--- src/rtl/hf_compression_table.sv ---
// Table-driven serial Huffman encoder.
// Symbols are accepted over a valid/ready handshake and looked up in a loadable
// code table. Each variable-length code is then shifted out MSB first, one bit
// per clock. With EN low at accept time, the raw symbol is sent instead.
// Optional build macro HF_LEN_PREFIX_EN: in compress mode, send the LEN_W-bit
// code length, MSB first, ahead of the code bits.
module hf_compression_table #(
  parameter int SYM_W   = 4,
  parameter int MAX_LEN = 16,
  parameter int LEN_W   = 6
) (
  input  logic               CLK,
  input  logic               Reset,
  input  logic               EN,
  input  logic [SYM_W-1:0]   sym_in,
  input  logic               sym_valid,
  output logic               sym_ready,
  input  logic               tbl_we,
  input  logic [SYM_W-1:0]   tbl_addr,
  input  logic [MAX_LEN-1:0] tbl_code,
  input  logic [LEN_W-1:0]   tbl_len,
  output logic               hf_out,
  output logic               hf_valid,
  output logic               hf_last,
  output logic               code_err,
  output logic               busy
);

  localparam int                 TBL_N     = 1 << SYM_W;
  localparam int                 BYP_SH    = MAX_LEN - SYM_W;
  localparam logic [LEN_W-1:0]   MAX_LEN_L = LEN_W'(MAX_LEN);
  localparam logic [LEN_W-1:0]   ONE_L     = LEN_W'(1);

`ifdef HF_LEN_PREFIX_EN
  typedef enum logic [1:0] {IDLE, LOOKUP, PREFIX, SHIFT} state_t;
`else
  typedef enum logic [1:0] {IDLE, LOOKUP, SHIFT} state_t;
`endif

  state_t state_q, state_d;

  logic [MAX_LEN-1:0] tbl_code_q [TBL_N];
  logic [LEN_W-1:0]   tbl_len_q  [TBL_N];

  logic [SYM_W-1:0]   sym_q;
  logic               en_q;
  logic [MAX_LEN-1:0] shreg;
  logic [LEN_W-1:0]   cnt;
`ifdef HF_LEN_PREFIX_EN
  logic [LEN_W-1:0]   pfx_q;
  logic [LEN_W-1:0]   len_q;
`endif

  // The lookup reads the pre-edge table contents, so a write in the same cycle is not seen yet.
  logic [MAX_LEN-1:0] lk_code;
  logic [LEN_W-1:0]   lk_len;
  logic               lk_bad;
  assign lk_code = tbl_code_q[sym_q];
  assign lk_len  = tbl_len_q[sym_q];
  assign lk_bad  = en_q && ((lk_len == '0) || (lk_len > MAX_LEN_L));

  // Code table: a flop array. Reset clears it, and it can be written in any state.
  always_ff @(posedge CLK or negedge Reset) begin
    if (!Reset) begin
      for (int i = 0; i < TBL_N; i++) begin
        tbl_code_q[i] <= '0;
        tbl_len_q[i]  <= '0;
      end
    end else if (tbl_we) begin
      tbl_code_q[tbl_addr] <= tbl_code;
      tbl_len_q[tbl_addr]  <= tbl_len;
    end
  end

  // State register.
  always_ff @(posedge CLK or negedge Reset) begin
    if (!Reset) state_q <= IDLE;
    else        state_q <= state_d;
  end

  // Next-state logic and serial outputs. Outputs are decoded from state, so they are 0 outside bit cycles.
  always_comb begin
    state_d   = state_q;
    sym_ready = 1'b0;
    hf_out    = 1'b0;
    hf_valid  = 1'b0;
    hf_last   = 1'b0;
    case (state_q)
      IDLE: begin
        sym_ready = 1'b1;
        if (sym_valid) state_d = LOOKUP;
      end
      LOOKUP: begin
        if (lk_bad)
          state_d = IDLE;
`ifdef HF_LEN_PREFIX_EN
        else if (en_q)
          state_d = PREFIX;
`endif
        else
          state_d = SHIFT;
      end
`ifdef HF_LEN_PREFIX_EN
      PREFIX: begin
        hf_valid = 1'b1;
        hf_out   = pfx_q[LEN_W-1];
        if (cnt == ONE_L) state_d = SHIFT;
      end
`endif
      SHIFT: begin
        hf_valid = 1'b1;
        hf_out   = shreg[MAX_LEN-1];
        hf_last  = (cnt == ONE_L);
        if (cnt == ONE_L) state_d = IDLE;
      end
      default: state_d = IDLE;
    endcase
  end

  assign busy = (state_q != IDLE);

  // Datapath: latch the symbol and mode, load a left-justified code, then shift one bit per cycle.
  always_ff @(posedge CLK or negedge Reset) begin
    if (!Reset) begin
      sym_q    <= '0;
      en_q     <= 1'b0;
      shreg    <= '0;
      cnt      <= '0;
      code_err <= 1'b0;
`ifdef HF_LEN_PREFIX_EN
      pfx_q    <= '0;
      len_q    <= '0;
`endif
    end else begin
      code_err <= 1'b0;
      case (state_q)
        IDLE: begin
          if (sym_valid) begin
            sym_q <= sym_in;
            en_q  <= EN;
          end
        end
        LOOKUP: begin
          if (lk_bad) begin
            code_err <= 1'b1;
          end else if (en_q) begin
            // Code bits above len are shifted off the top, so only the low len bits are sent.
            shreg <= lk_code << (MAX_LEN_L - lk_len);
`ifdef HF_LEN_PREFIX_EN
            pfx_q <= lk_len;
            len_q <= lk_len;
            cnt   <= LEN_W'(LEN_W);
`else
            cnt   <= lk_len;
`endif
          end else begin
            shreg <= MAX_LEN'(sym_q) << BYP_SH;
            cnt   <= LEN_W'(SYM_W);
          end
        end
`ifdef HF_LEN_PREFIX_EN
        PREFIX: begin
          pfx_q <= pfx_q << 1;
          cnt   <= (cnt == ONE_L) ? len_q : cnt - 1'b1;
        end
`endif
        SHIFT: begin
          shreg <= shreg << 1;
          cnt   <= cnt - 1'b1;
        end
        default: ;
      endcase
    end
  end

endmodule

--- config.mk ---
export PLATFORM = sky130hd
export DESIGN_NAME = hf_compression_table
export DESIGN_NICKNAME = d
export VERILOG_FILES = /design/src/rtl/hf_compression_table.sv
export SDC_FILE = /design/constraint.sdc
export NUM_CORES = 1
export LEC_CHECK = 0
export ABC_AREA = 1
export BUFFER_PORTS_ARGS = -buffer_cell sky130_fd_sc_hd__buf_4
export CAP_MARGIN = 10
export CORE_MARGIN = 10
export CORE_UTILIZATION = 59
export CTS_CLUSTER_SIZE = 28
export DETAILED_ROUTE_END_ITERATION = 10
export GPL_ROUTABILITY_DRIVEN = 0
export MAX_ROUTING_LAYER = met4
export PLACE_DENSITY = 0.76
export SLEW_MARGIN = 30
export SYNTH_ARGS = -nofsm -noshare
export SYNTH_HDL_FRONTEND = slang
export SYNTH_SLANG_ARGS = --single-unit
--- constraint.sdc ---
create_clock -name CLK -period 3.35 [get_ports CLK]
set_input_delay 0.1675 -clock CLK [delete_from_list [all_inputs] [get_ports CLK]]
set_output_delay 0.1675 -clock CLK [all_outputs]
set_load 0.05 [all_outputs]
## Word level (Yosys, flattened, before mapping)

Index checks and enable logic that the tools add are counted.

- Register bits after elaboration: 382
- Bits of input ports: 35
- Output and inout port bits: 6
- Logic and storage cells: 91

- $add $sub $neg: 2
- Order comparisons: 4
- Equal/unequal tests: 6
- Shift operators: 1
- Mux-type cells: 28
- Bitwise logic cells: 2
- Reductions and logical operators: 10

Operators by type and width:

| cell | count |
|---|---|
| $bwmux W256 | 1 |
| $bwmux W96 | 1 |
| $mux W16 | 5 |
| $bmux W16 S4 | 1 |
| $demux W16 S4 | 1 |
| $pmux W16 S2 | 1 |
| $mux W6 | 5 |
| $bmux W6 S4 | 1 |
| $demux W6 S4 | 1 |
| $shl A16 B6 Y16 | 1 |
| $pmux W6 S2 | 1 |
| $ge A5 B5 Y1 const B | 2 |
| $not A4 Y5 | 2 |
| $eq A6 B1 Y1 const B | 1 |
| $gt A6 B5 Y1 const B | 1 |
| $logic_not A6 Y1 | 1 |
| $mux W1 | 6 |
| $mux W2 | 3 |
| $ne A2 B2 Y1 const B | 3 |
| $pmux W2 S3 | 1 |
| $reduce_and A2 Y1 | 3 |
| $sub A5 B6 Y6 const A | 1 |
| $sub A6 B1 Y6 const B | 1 |
| $lt A5 B1 Y1 const B | 1 |
| other kinds (6) | 8 |

## Logic depth before layout (Yosys ltp)

Gate-level depths: netlist of run 1.

- Depth in word-level cells: 9
- Gate-level depth with buffers: 24
- Gate-level depth less buffers: 21

## Worst setup path before layout of run 1

No wires, ideal clock.

- Path type: reg-to-reg
- From: register sym_q[0]
- To: register cnt[1]
- Setup time: 0.139 ns
- Arrival time: 2.772 ns
- Data required time: 3.211 ns
- Setup slack: 0.439 ns
- Cell stages (with the launch flop): 22
- Path buffers: 6
- Period minus slack after synthesis: 2.911 ns
- Path through: dfrtp_1 buf_6 buf_6 buf_6 nand2_1 nand3_1 nand3_1 nand3_1 nand2_2 buf_2 buf_2 ha_1 nand3_1 nor2_1 xor2_1 o21ai_2 nand3_2 nand2_2 inv_2 buf_2 nand2_1 o221ai_1

- Longest elaborated chain between the ends: 9
- Elaborated cells on any way between the ends: 13
- Those cells by class: order compare (1); eq/ne (1); mux (6); bitwise (1); reduce/logical (4)

Ends and longest elaborated chain:

| item | line | text |
|---|---|---|
| start, declared | 45 | `logic [SYM_W-1:0] sym_q;` |
| start signal, assigned | 139 | `sym_q <= sym_in;` |
| $not A4 Y5 (implied by the code) (*) | 59 | `assign lk_len = tbl_len_q[sym_q];` |
| $bmux W6 S4 (*) | 59 |  |
| $mux W6 (implied by the code) (*) (2 in series) | 59 |  |
| $gt A6 B5 Y1 / $logic_not A6 Y1 (equally long branches) | 60 | `assign lk_bad = en_q && ((lk_len == '0) \|\| (lk_len > MAX_LEN_L));` |
| $logic_or A1 B1 Y1 | 60 |  |
| $logic_and A1 B1 Y1 | 60 |  |
| $ne A2 B2 Y1 (no source line) | n/a |  |
| $reduce_and A2 Y1 (no source line) | n/a |  |
| end signal, assigned | 154 | `cnt <= lk_len;` |
| end signal, assigned | 158 | `cnt <= LEN_W'(SYM_W);` |
| end signal, assigned | 169 | `cnt <= cnt - 1'b1;` |
| end, declared | 48 | `logic [LEN_W-1:0] cnt;` |

Every way passes the cells marked *; elsewhere a longest branch is shown, timed or not. The select of a mux whose other input is x is not followed.
A chain may end at the register's enable or synchronous reset.

## Worst setup path after layout of run 1

- From: register sym_q[0]
- To: register shreg[14]

- Longest elaborated chain between the ends: 9
- Elaborated cells on any way between the ends: 18
- Those cells by class: add/sub (1); order compare (1); eq/ne (1); shift (1); mux (9); bitwise (1); reduce/logical (4)

Ends and longest elaborated chain:

| item | line | text |
|---|---|---|
| $not A4 Y5 (implied by the code) (*) | 58, 59 |  |
| $bmux W6 S4 | 59 |  |
| $mux W6 (implied by the code) (2 in series) | 59 |  |
| $sub A5 B6 Y6, or another cell as far along | 148 | `shreg <= lk_code << (MAX_LEN_L - lk_len);` |
| $shl A16 B6 Y16 / $logic_or A1 B1 Y1 (equally long branches) | 148, 60 |  |
| $mux W16 / $logic_and A1 B1 Y1 (equally long branches) | 146, 60 |  |
| $mux W16 / $ne A2 B2 Y1 (equally long branches) | n/a |  |
| $pmux W16 S2 / $reduce_and A2 Y1 (equally long branches) | n/a |  |
| end signal, assigned | 148 |  |
| end signal, assigned | 157 | `shreg <= MAX_LEN'(sym_q) << BYP_SH;` |
| end signal, assigned | 168 | `shreg <= shreg << 1;` |
| end, declared | 47 | `logic [MAX_LEN-1:0] shreg;` |

Marked as above.

==> impl_metrics.yaml, run 1 <==
grt:
  grt_max_degree: 98
  track_usage_pct: 26.4
  gr-total-overflow: 0
  antenna_found_initial: 0
  grt_pass1_wl_mm: 80.9
  grt_pass1_vias: 14900
placed_design:
  portBuffers: 40
  place_ws_ns: 0.299
  dp_hpwl_mm: 28.5
  place_area_um2: 18600
setup_path:
  crit_path_start_kind: "flip-flop"
  critPathKind: "flip-flop to flip-flop"
  required_ns: 3.83
  rr_startpoint: "sym_q[0]"
  cp.arrival_ns: 3.56
  cp.buffers_inverters: 4
  critical_path.slowest_cell: "dfrtp_4"
  path_max_fanout: 30
  slowest_delay_ns: 0.57
  startpoint: "sym_q[0]"
  worstPathCellList: "inv_6, buf_4, nor2_1, nor2_1, o21ai_0, o211ai_1, nand3_1, nand2_1, inv_1, nand3_2, buf_12, nand4_1, nand3_1, nand3_1, nand3_1, nand3_1, nand2_1, nand2_1, nand2_1"
  crit_family: "simple AND/OR/NAND/NOR gates"
  endpoint_kind: "flip-flop"
  path_common_cell: "nand3_1"
yosys:
  avgSynthCellArea_um2: 8.11
  synth_edf_count: 0
  synthArstFlopShare_pct: 100
  syn-num-nets: 2289
  synth-seq-cells: 382
  yosys_warnings: 0
  synth.distinct_cells: 43
  syn_area_um2: 18300
  postSynthCellCount: 2251
  synth_top_flop_cell: "dfrtp_1"
  seq_area_frac_synth_pct: 52.4
clock_network:
  clkTransAtPathRegs_ns: 0.06
  cts.path.max_buffers: 3
  tritoncts: "yes"
  cts_root_buf: "clkbuf_16"
  ctsHtreeMaxLevel: 2
  cts_num_sinks: 382
  clock_latency_ns: 0.55
  cts_buffers: 42
  post-cts-setup-buffer-count: 0
detailed_routing:
  wire_per_inst_um: 18.8
  drt_iter0_drc: 1786
  drtPass1Iterations: 6
  viasPerCell: 6.01
  routed_wl_mm: 49.7
  vias: 15900
  drc: 0
  ant_nets: 0
sta:
  grt_setup_unrepaired: "false"
  clock.fmax_ghz: 0.324
  period_minus_slack_ns: 3.09
  slew_headroom_pct: 47.1
  whs_ns: 0.0114
  setup_ws_ns: 0.264
  hold_viol_final: 0
  tightest_slew_ns: 0.794
  maxSlewViolCount: 0
  tns_ns: 0
  skew_ns: 0.0139
  finalCritPeriodShare_pct: 92.1
  setup_viol: 0
layout:
  final_common_cell: "nand2_1"
  final_cell_mix: "nand2_1 (694), dfrtp_1 (379), o21ai_0 (369)"
  final_layout_size_suffix_gt1_share_pct: 8.79
  num_antenna_cells: 0
  fin_nets: 2259
  area_growth_pct: 11.0
  stdcell_area_um2: 20300
floorplan:
  dieWidth_um: 196
  dieArea_um2: 38400
  io_pins: 41
  start_util_pct: 59.7
  rows: 64
  die_y_um: 196
  coreArea_um2: 30600
run_status:
  status: "completed"
flow_run:
  drv_cap: 0
power_and_ir_drop:
  p_int_w: 0.0115
  p_per_area_nw_per_um2: 982
  p_comb_share_pct: 44.1
  p_sw_w: 0.00838
  pwr-share-clk_pct: 24.6
  p_leak_nw: 9.49
  pwr-share-seq_pct: 31.3
  swShare_pct: 42.1
  vdd_drop_max_mv: 0.691
  total_power_w: 0.0199
min_path:
  hold_start: "sym_valid"
  hold_class: "input pin to flip-flop"
per-layer routing:
metal  track usage [%]  wire length (µm)  vias up
met5                 -                 0        -
met4              11.3              1930        0
met3              3.58              3450      117
met2              40.0             23000      679
met1              35.2             21400     7691
li1                  -                 -     7436
sequential cells by signal, indices dropped and copies added, names as in the netlist:
signal	flops
tbl_code_q	256
tbl_len_q	96
cnt	6
sym_q	4
state_q	2
code_err	1
shreg	16
en_q	1
worst reg2reg max path, cell delays in order (launching register included):
cell,delay (ns)
dfrtp_4,0.57
inv_6,0.23
buf_4,0.28
nor2_1,0.06
nor2_1,0.07
o21ai_0,0.08
o211ai_1,0.09
nand3_1,0.09
nand2_1,0.25
inv_1,0.09
nand3_2,0.25
buf_12,0.19
nand4_1,0.12
nand3_1,0.14
nand3_1,0.10
nand3_1,0.12
nand3_1,0.10
nand2_1,0.08
nand2_1,0.05
nand2_1,0.05
cell usage after synthesis (3+ instances only):
| library cell | count | area (µm²) |
|---|---|---|
| a21oi_1 | 91 | 455 |
| nand3_2 | 5 | 50.1 |
| nand2_1 | 694 | 2610 |
| inv_2 | 3 | 11.3 |
| nand4_1 | 25 | 156 |
| nand3_1 | 211 | 1060 |
| nand2_2 | 5 | 31.3 |
| buf_6 | 18 | 203 |
| o221ai_1 | 9 | 78.8 |
| o21ai_0 | 369 | 1850 |
| a32o_1 | 17 | 170 |
| nor2_1 | 79 | 297 |
| a221oi_1 | 14 | 123 |
| o21ai_1 | 28 | 140 |
| nor2_2 | 3 | 18.8 |
| ha_1 | 3 | 37.5 |
| buf_2 | 31 | 155 |
| inv_1 | 93 | 349 |
| buf_1 | 9 | 33.8 |
| clkbuf_1 | 102 | 383 |
| o211ai_1 | 18 | 135 |
| dfrtp_1 | 382 | 9560 |
| buf_4 | 16 | 120 |
final timing paths:
kind / cells past startpoint / end / slack (ns)
max in group asynchronous: 3 / tbl_code_q[186] / 2.14
setup reg to reg: 19 / shreg[14] / 0.26
hold / removal: 3 / state_q[0] / 0.01
hold reg to reg: 2 / tbl_code_q[126] / 0.48
setup / recovery: 19 / shreg[14] / 0.26
min in group asynchronous: 2 / tbl_len_q[36] / 0.24
power by group through the flow:
stage          registers (W)  logic [W]  clock network [W]
6_report             0.00623    0.00877            0.00489
3_3_place_gp         0.00625    0.00835                  0
3_5_place_dp         0.00627    0.00852                  0
5_1_grt              0.00634    0.00974            0.00511
2_1_floorplan        0.00611    0.00669                  0
4_1_cts              0.00621    0.00858            0.00493
cell families (layout without fill, tap and decap cells):
kind of cell / Yosys count / count (layout) / synth area share, %
AND/OR/NAND/NOR: 1031 / 1031 / 23.6
adder cells (fa/ha/maj): 3 / 3 / 0.206
buffers and inverters: 278 / 279 / 7.16
XOR/XNOR: 3 / 3 / 0.185
AO/OA/AOI/OAI: 554 / 554 / 16.5
flip-flops: 382 / 382 / 52.4
timing repair:
item | 4_1_cts | 5_1_grt
hold buffers | 13 | 0
gates resized for setup | 0 | 4
setup endpoints to repair | 0 | 9
endpoints found under the hold margin | 110 | 0
layout make-up:
cell class                 instances  area, µm²
sequential                       382       9570
clock inverter                    17        241
inverter                         100        383
clock buffer                      58       1230
timing repair buffer             104        903
fill                            2553      10300
multi-input combinational       1591       7440
tap                              396        495
per-stage QoR:
stage	utilization [%]	instances
2_1_floorplan	-	2251
3_3_place_gp	60.9	2560
3_5_place_dp	60.9	2560
4_1_cts	66.2	2648
5_1_grt	66.2	2648
6_report	66.2	2648
Power figures use the tool's default switching activity.
==> run 2: changes to the inputs <==
--- a/config.mk
+++ b/config.mk
@@ -5,9 +5,9 @@
 export SDC_FILE = /design/constraint.sdc
 export NUM_CORES = 1
 export LEC_CHECK = 0
-export ABC_AREA = 1
-export BUFFER_PORTS_ARGS = -buffer_cell sky130_fd_sc_hd__buf_4
+export BUFFER_PORTS_ARGS = -buffer_cell sky130_fd_sc_hd__buf_2
 export CAP_MARGIN = 10
+export CORE_ASPECT_RATIO = 2
 export CORE_MARGIN = 10
 export CORE_UTILIZATION = 59
 export CTS_CLUSTER_SIZE = 28
==> run 2 against run 1 <==
  * The flow now finishes with violations (negative setup slack)
  * Synthesized cell count down 43%
  * Maximum frequency fell by 9.0%
  * Utilization is 2.4 points higher
  * Largest power group unchanged
  * Highest routed layer unchanged
  * Sequential share of layout area shrank 2.0 points
==> impl_metrics.yaml, run 2 <==
yosys:
  yosys.area.top_type: "dfrtp_1"
  postSynthCellCount: 1272
  yosysMostFrequentCell: "dfrtp_1"
  syn_area_um2: 18400
  yosys-top-cells-count: "dfrtp_1 (382), mux2_2 (361), mux4_2 (82)"
  synth.distinct_cells: 69
  syn-num-nets: 1310
  synth_top_area_share_pct: 51.9
  synth_top_flop_cell: "dfrtp_1"
  yosys_warnings: 0
  synth-seq-cells: 382
  synthArstFlopShare_pct: 100
  synth_edf_count: 0
  avgSynthCellArea_um2: 14.5
  seq_area_frac_synth_pct: 51.9
  synthTopCellsByArea: "dfrtp_1 (52%), mux2_2 (22%), mux4_2 (10%)"
sta:
  finalCritPeriodShare_pct: 101
  grt_setup_unrepaired: "true"
  setup_ws_ns: -0.0428
  slew_headroom_pct: 35.1
  setup_viol: 3
  maxSlewViolCount: 0
  tns_ns: -0.0639
  clock.fmax_ghz: 0.295
  period_minus_slack_ns: 3.39
  skew_ns: 0.0157
  tightest_slew_ns: 0.970
  hold_viol_final: 0
floorplan:
  dieWidth_um: 145
  coreArea_um2: 30900
  start_util_pct: 59.6
  dieArea_um2: 39100
  die_y_um: 270
  rows: 91
  io_pins: 41
detailed_routing:
  drc: 0
  wire_per_inst_um: 25.2
  vias: 11500
  viasPerCell: 6.38
  drt_iter0_drc: 655
  routed_wl_mm: 45.4
  ant_nets: 0
  drtPass1Iterations: 5
clock_network:
  clock_latency_ns: 0.53
  ctsHtreeMaxLevel: 2
  cts_root_buf: "clkbuf_16"
  cts_buffers: 34
  cts_num_sinks: 382
  tritoncts: "yes"
  cts.path.max_buffers: 3
  clkTransAtPathRegs_ns: 0.07
layout:
  largest_register_ffs: 256
  largestRegisters: "tbl_code_q (256), tbl_len_q (96), shreg (16)"
  area_growth_pct: 15.1
  nFillCells: 2119
  regMostFlops: "tbl_code_q"
  final_common_cell: "dfrtp_1"
  fin_nets: 1394
  final_cell_mix: "dfrtp_1 (379), mux2_2 (361), mux4_2 (85)"
  final_layout_size_suffix_gt1_share_pct: 51.3
grt:
  gr-total-overflow: 0
  antenna_found_initial: 1
  grt_pass1_vias: 12300
  track_usage_pct: 23.9
  grt_pass1_wl_mm: 70.2
  grt_max_degree: 114
setup_path:
  crit_path_start_kind: "flip-flop"
  path_common_cell: "buf_4"
  rr_startpoint: "sym_q[0]"
  critPathKind: "flip-flop to flip-flop"
  worstRegToRegCells: 12
  cp.arrival_ns: 3.83
  path_max_fanout: 12
  required_ns: 3.79
  slowest_delay_ns: 0.55
  crit_cells: 12
  timing.rr.end: "shreg[3]"
  worstPathCellList: "buf_4, buf_12, buf_4, mux4_2, mux4_2, nand2_1, o31a_1, and4_1, nor2_1, buf_4, or3_1, o22ai_1"
  endpoint_kind: "flip-flop"
  startpoint: "sym_q[0]"
  crit_family: "multiplexers"
  worstSetupEndpoint: "shreg[3]"
  ff2ff_setup_slack_ns: -0.04
  cp.buffers_inverters: 4
  critical_path.slowest_cell: "mux4_2"
power_and_ir_drop:
  p_leak_nw: 9.15
  p_per_area_nw_per_um2: 1030
  total_power_w: 0.0218
  vdd_drop_max_mv: 0.927
run_status:
  violations: "negative setup slack"
  status: "finished, violations left"
min_path:
  hold_class: "input pin to flip-flop"
flow_run:
  drv_cap: 0
placed_design:
  dp_hpwl_mm: 28.7
  portBuffers: 40
-- run 2: logic make-up after synthesis --
kind of cell	synth area share (%)
compound gates	5.03
xor+xnor	0.136
fa+ha+maj	0.204
buf+inv	2.73
flops	51.9
mux	35.4
simple gates	4.52
-- run 2: area by class of cell --
cell class / instances / area (µm²) / share of cell area, %
Antenna cell: 2 / 5.00 / 0.0236
Sequential cell: 382 / 9570 / 45.2
Timing Repair Buffer: 148 / 1300 / 6.12
Clock inverter: 13 / 146 / 0.691
Tap cell: 418 / 523 / 2.47
Inverter: 10 / 40.0 / 0.189
Multi-Input combinational cell: 780 / 8650 / 40.8
Clock buffer: 46 / 947 / 4.47
-- run 2: repair_timing --
action | 4_1_cts | 5_1_grt
gates cloned | 0 | 1
setup buffers | 2 | 13
pin swaps | 1 | 23
endpoints found under the hold margin | 69 | 0
resized for setup | 12 | 42
endpoints found under the setup margin | 18 | 21
hold buffers | 6 | 0
-- run 2: worst min-delay path by stage --
stage               startpoint              end  slack, ns  cells after the start
floorplan                Reset           cnt[0]      -0.13                      0
global placement         Reset  tbl_code_q[140]       0.14                      1
detailed placement       Reset  tbl_code_q[204]       0.15                      1
CTS                  sym_valid       state_q[0]       0.06                      2
global route         sym_valid       state_q[0]       0.08                      2
finish               sym_valid       state_q[0]       0.07                      2
-- run 2: metrics by stage --
stage                     hold WS (ns)  utilization [%]  instance area (µm²)  worst slack, ns  std cells
after detailed placement         0.152             63.4                19600           -0.106       1712
after global placement           0.144             63.3                19500          -0.0216       1711
after floorplan                 -0.128                -                18500          -0.0306       1272
after CTS                       0.0589             67.3                20800          -0.0283       1779
final                           0.0725             68.6                21200          -0.0428       1799
after global routing            0.0767             68.6                21200           -0.156       1798
-- run 2: metal layers --
layer,vias up,global-route usage [%],wire (µm)
li1,4944,-,-
met1,6086,27.5,17200
met2,328,41.8,24500
met3,116,2.83,1950
met4,0,8.79,1800
met5,-,-,0
-- run 2: worst register-to-register path: stages, from the launching register on --
cell,delay [ns]
dfrtp_4,0.53
buf_4,0.16
buf_12,0.14
buf_4,0.15
mux4_2,0.40
mux4_2,0.55
nand2_1,0.10
o31a_1,0.15
and4_1,0.29
nor2_1,0.11
buf_4,0.20
or3_1,0.36
o22ai_1,0.15
-- run 2: where the power goes --
part	internal, W	switching, W	leakage, nW	total (W)
sequential	0.00577	0.000690	4.69	0.00646
combinational	0.00560	0.00586	3.91	0.0115
clock	0.00222	0.00168	0.541	0.00390
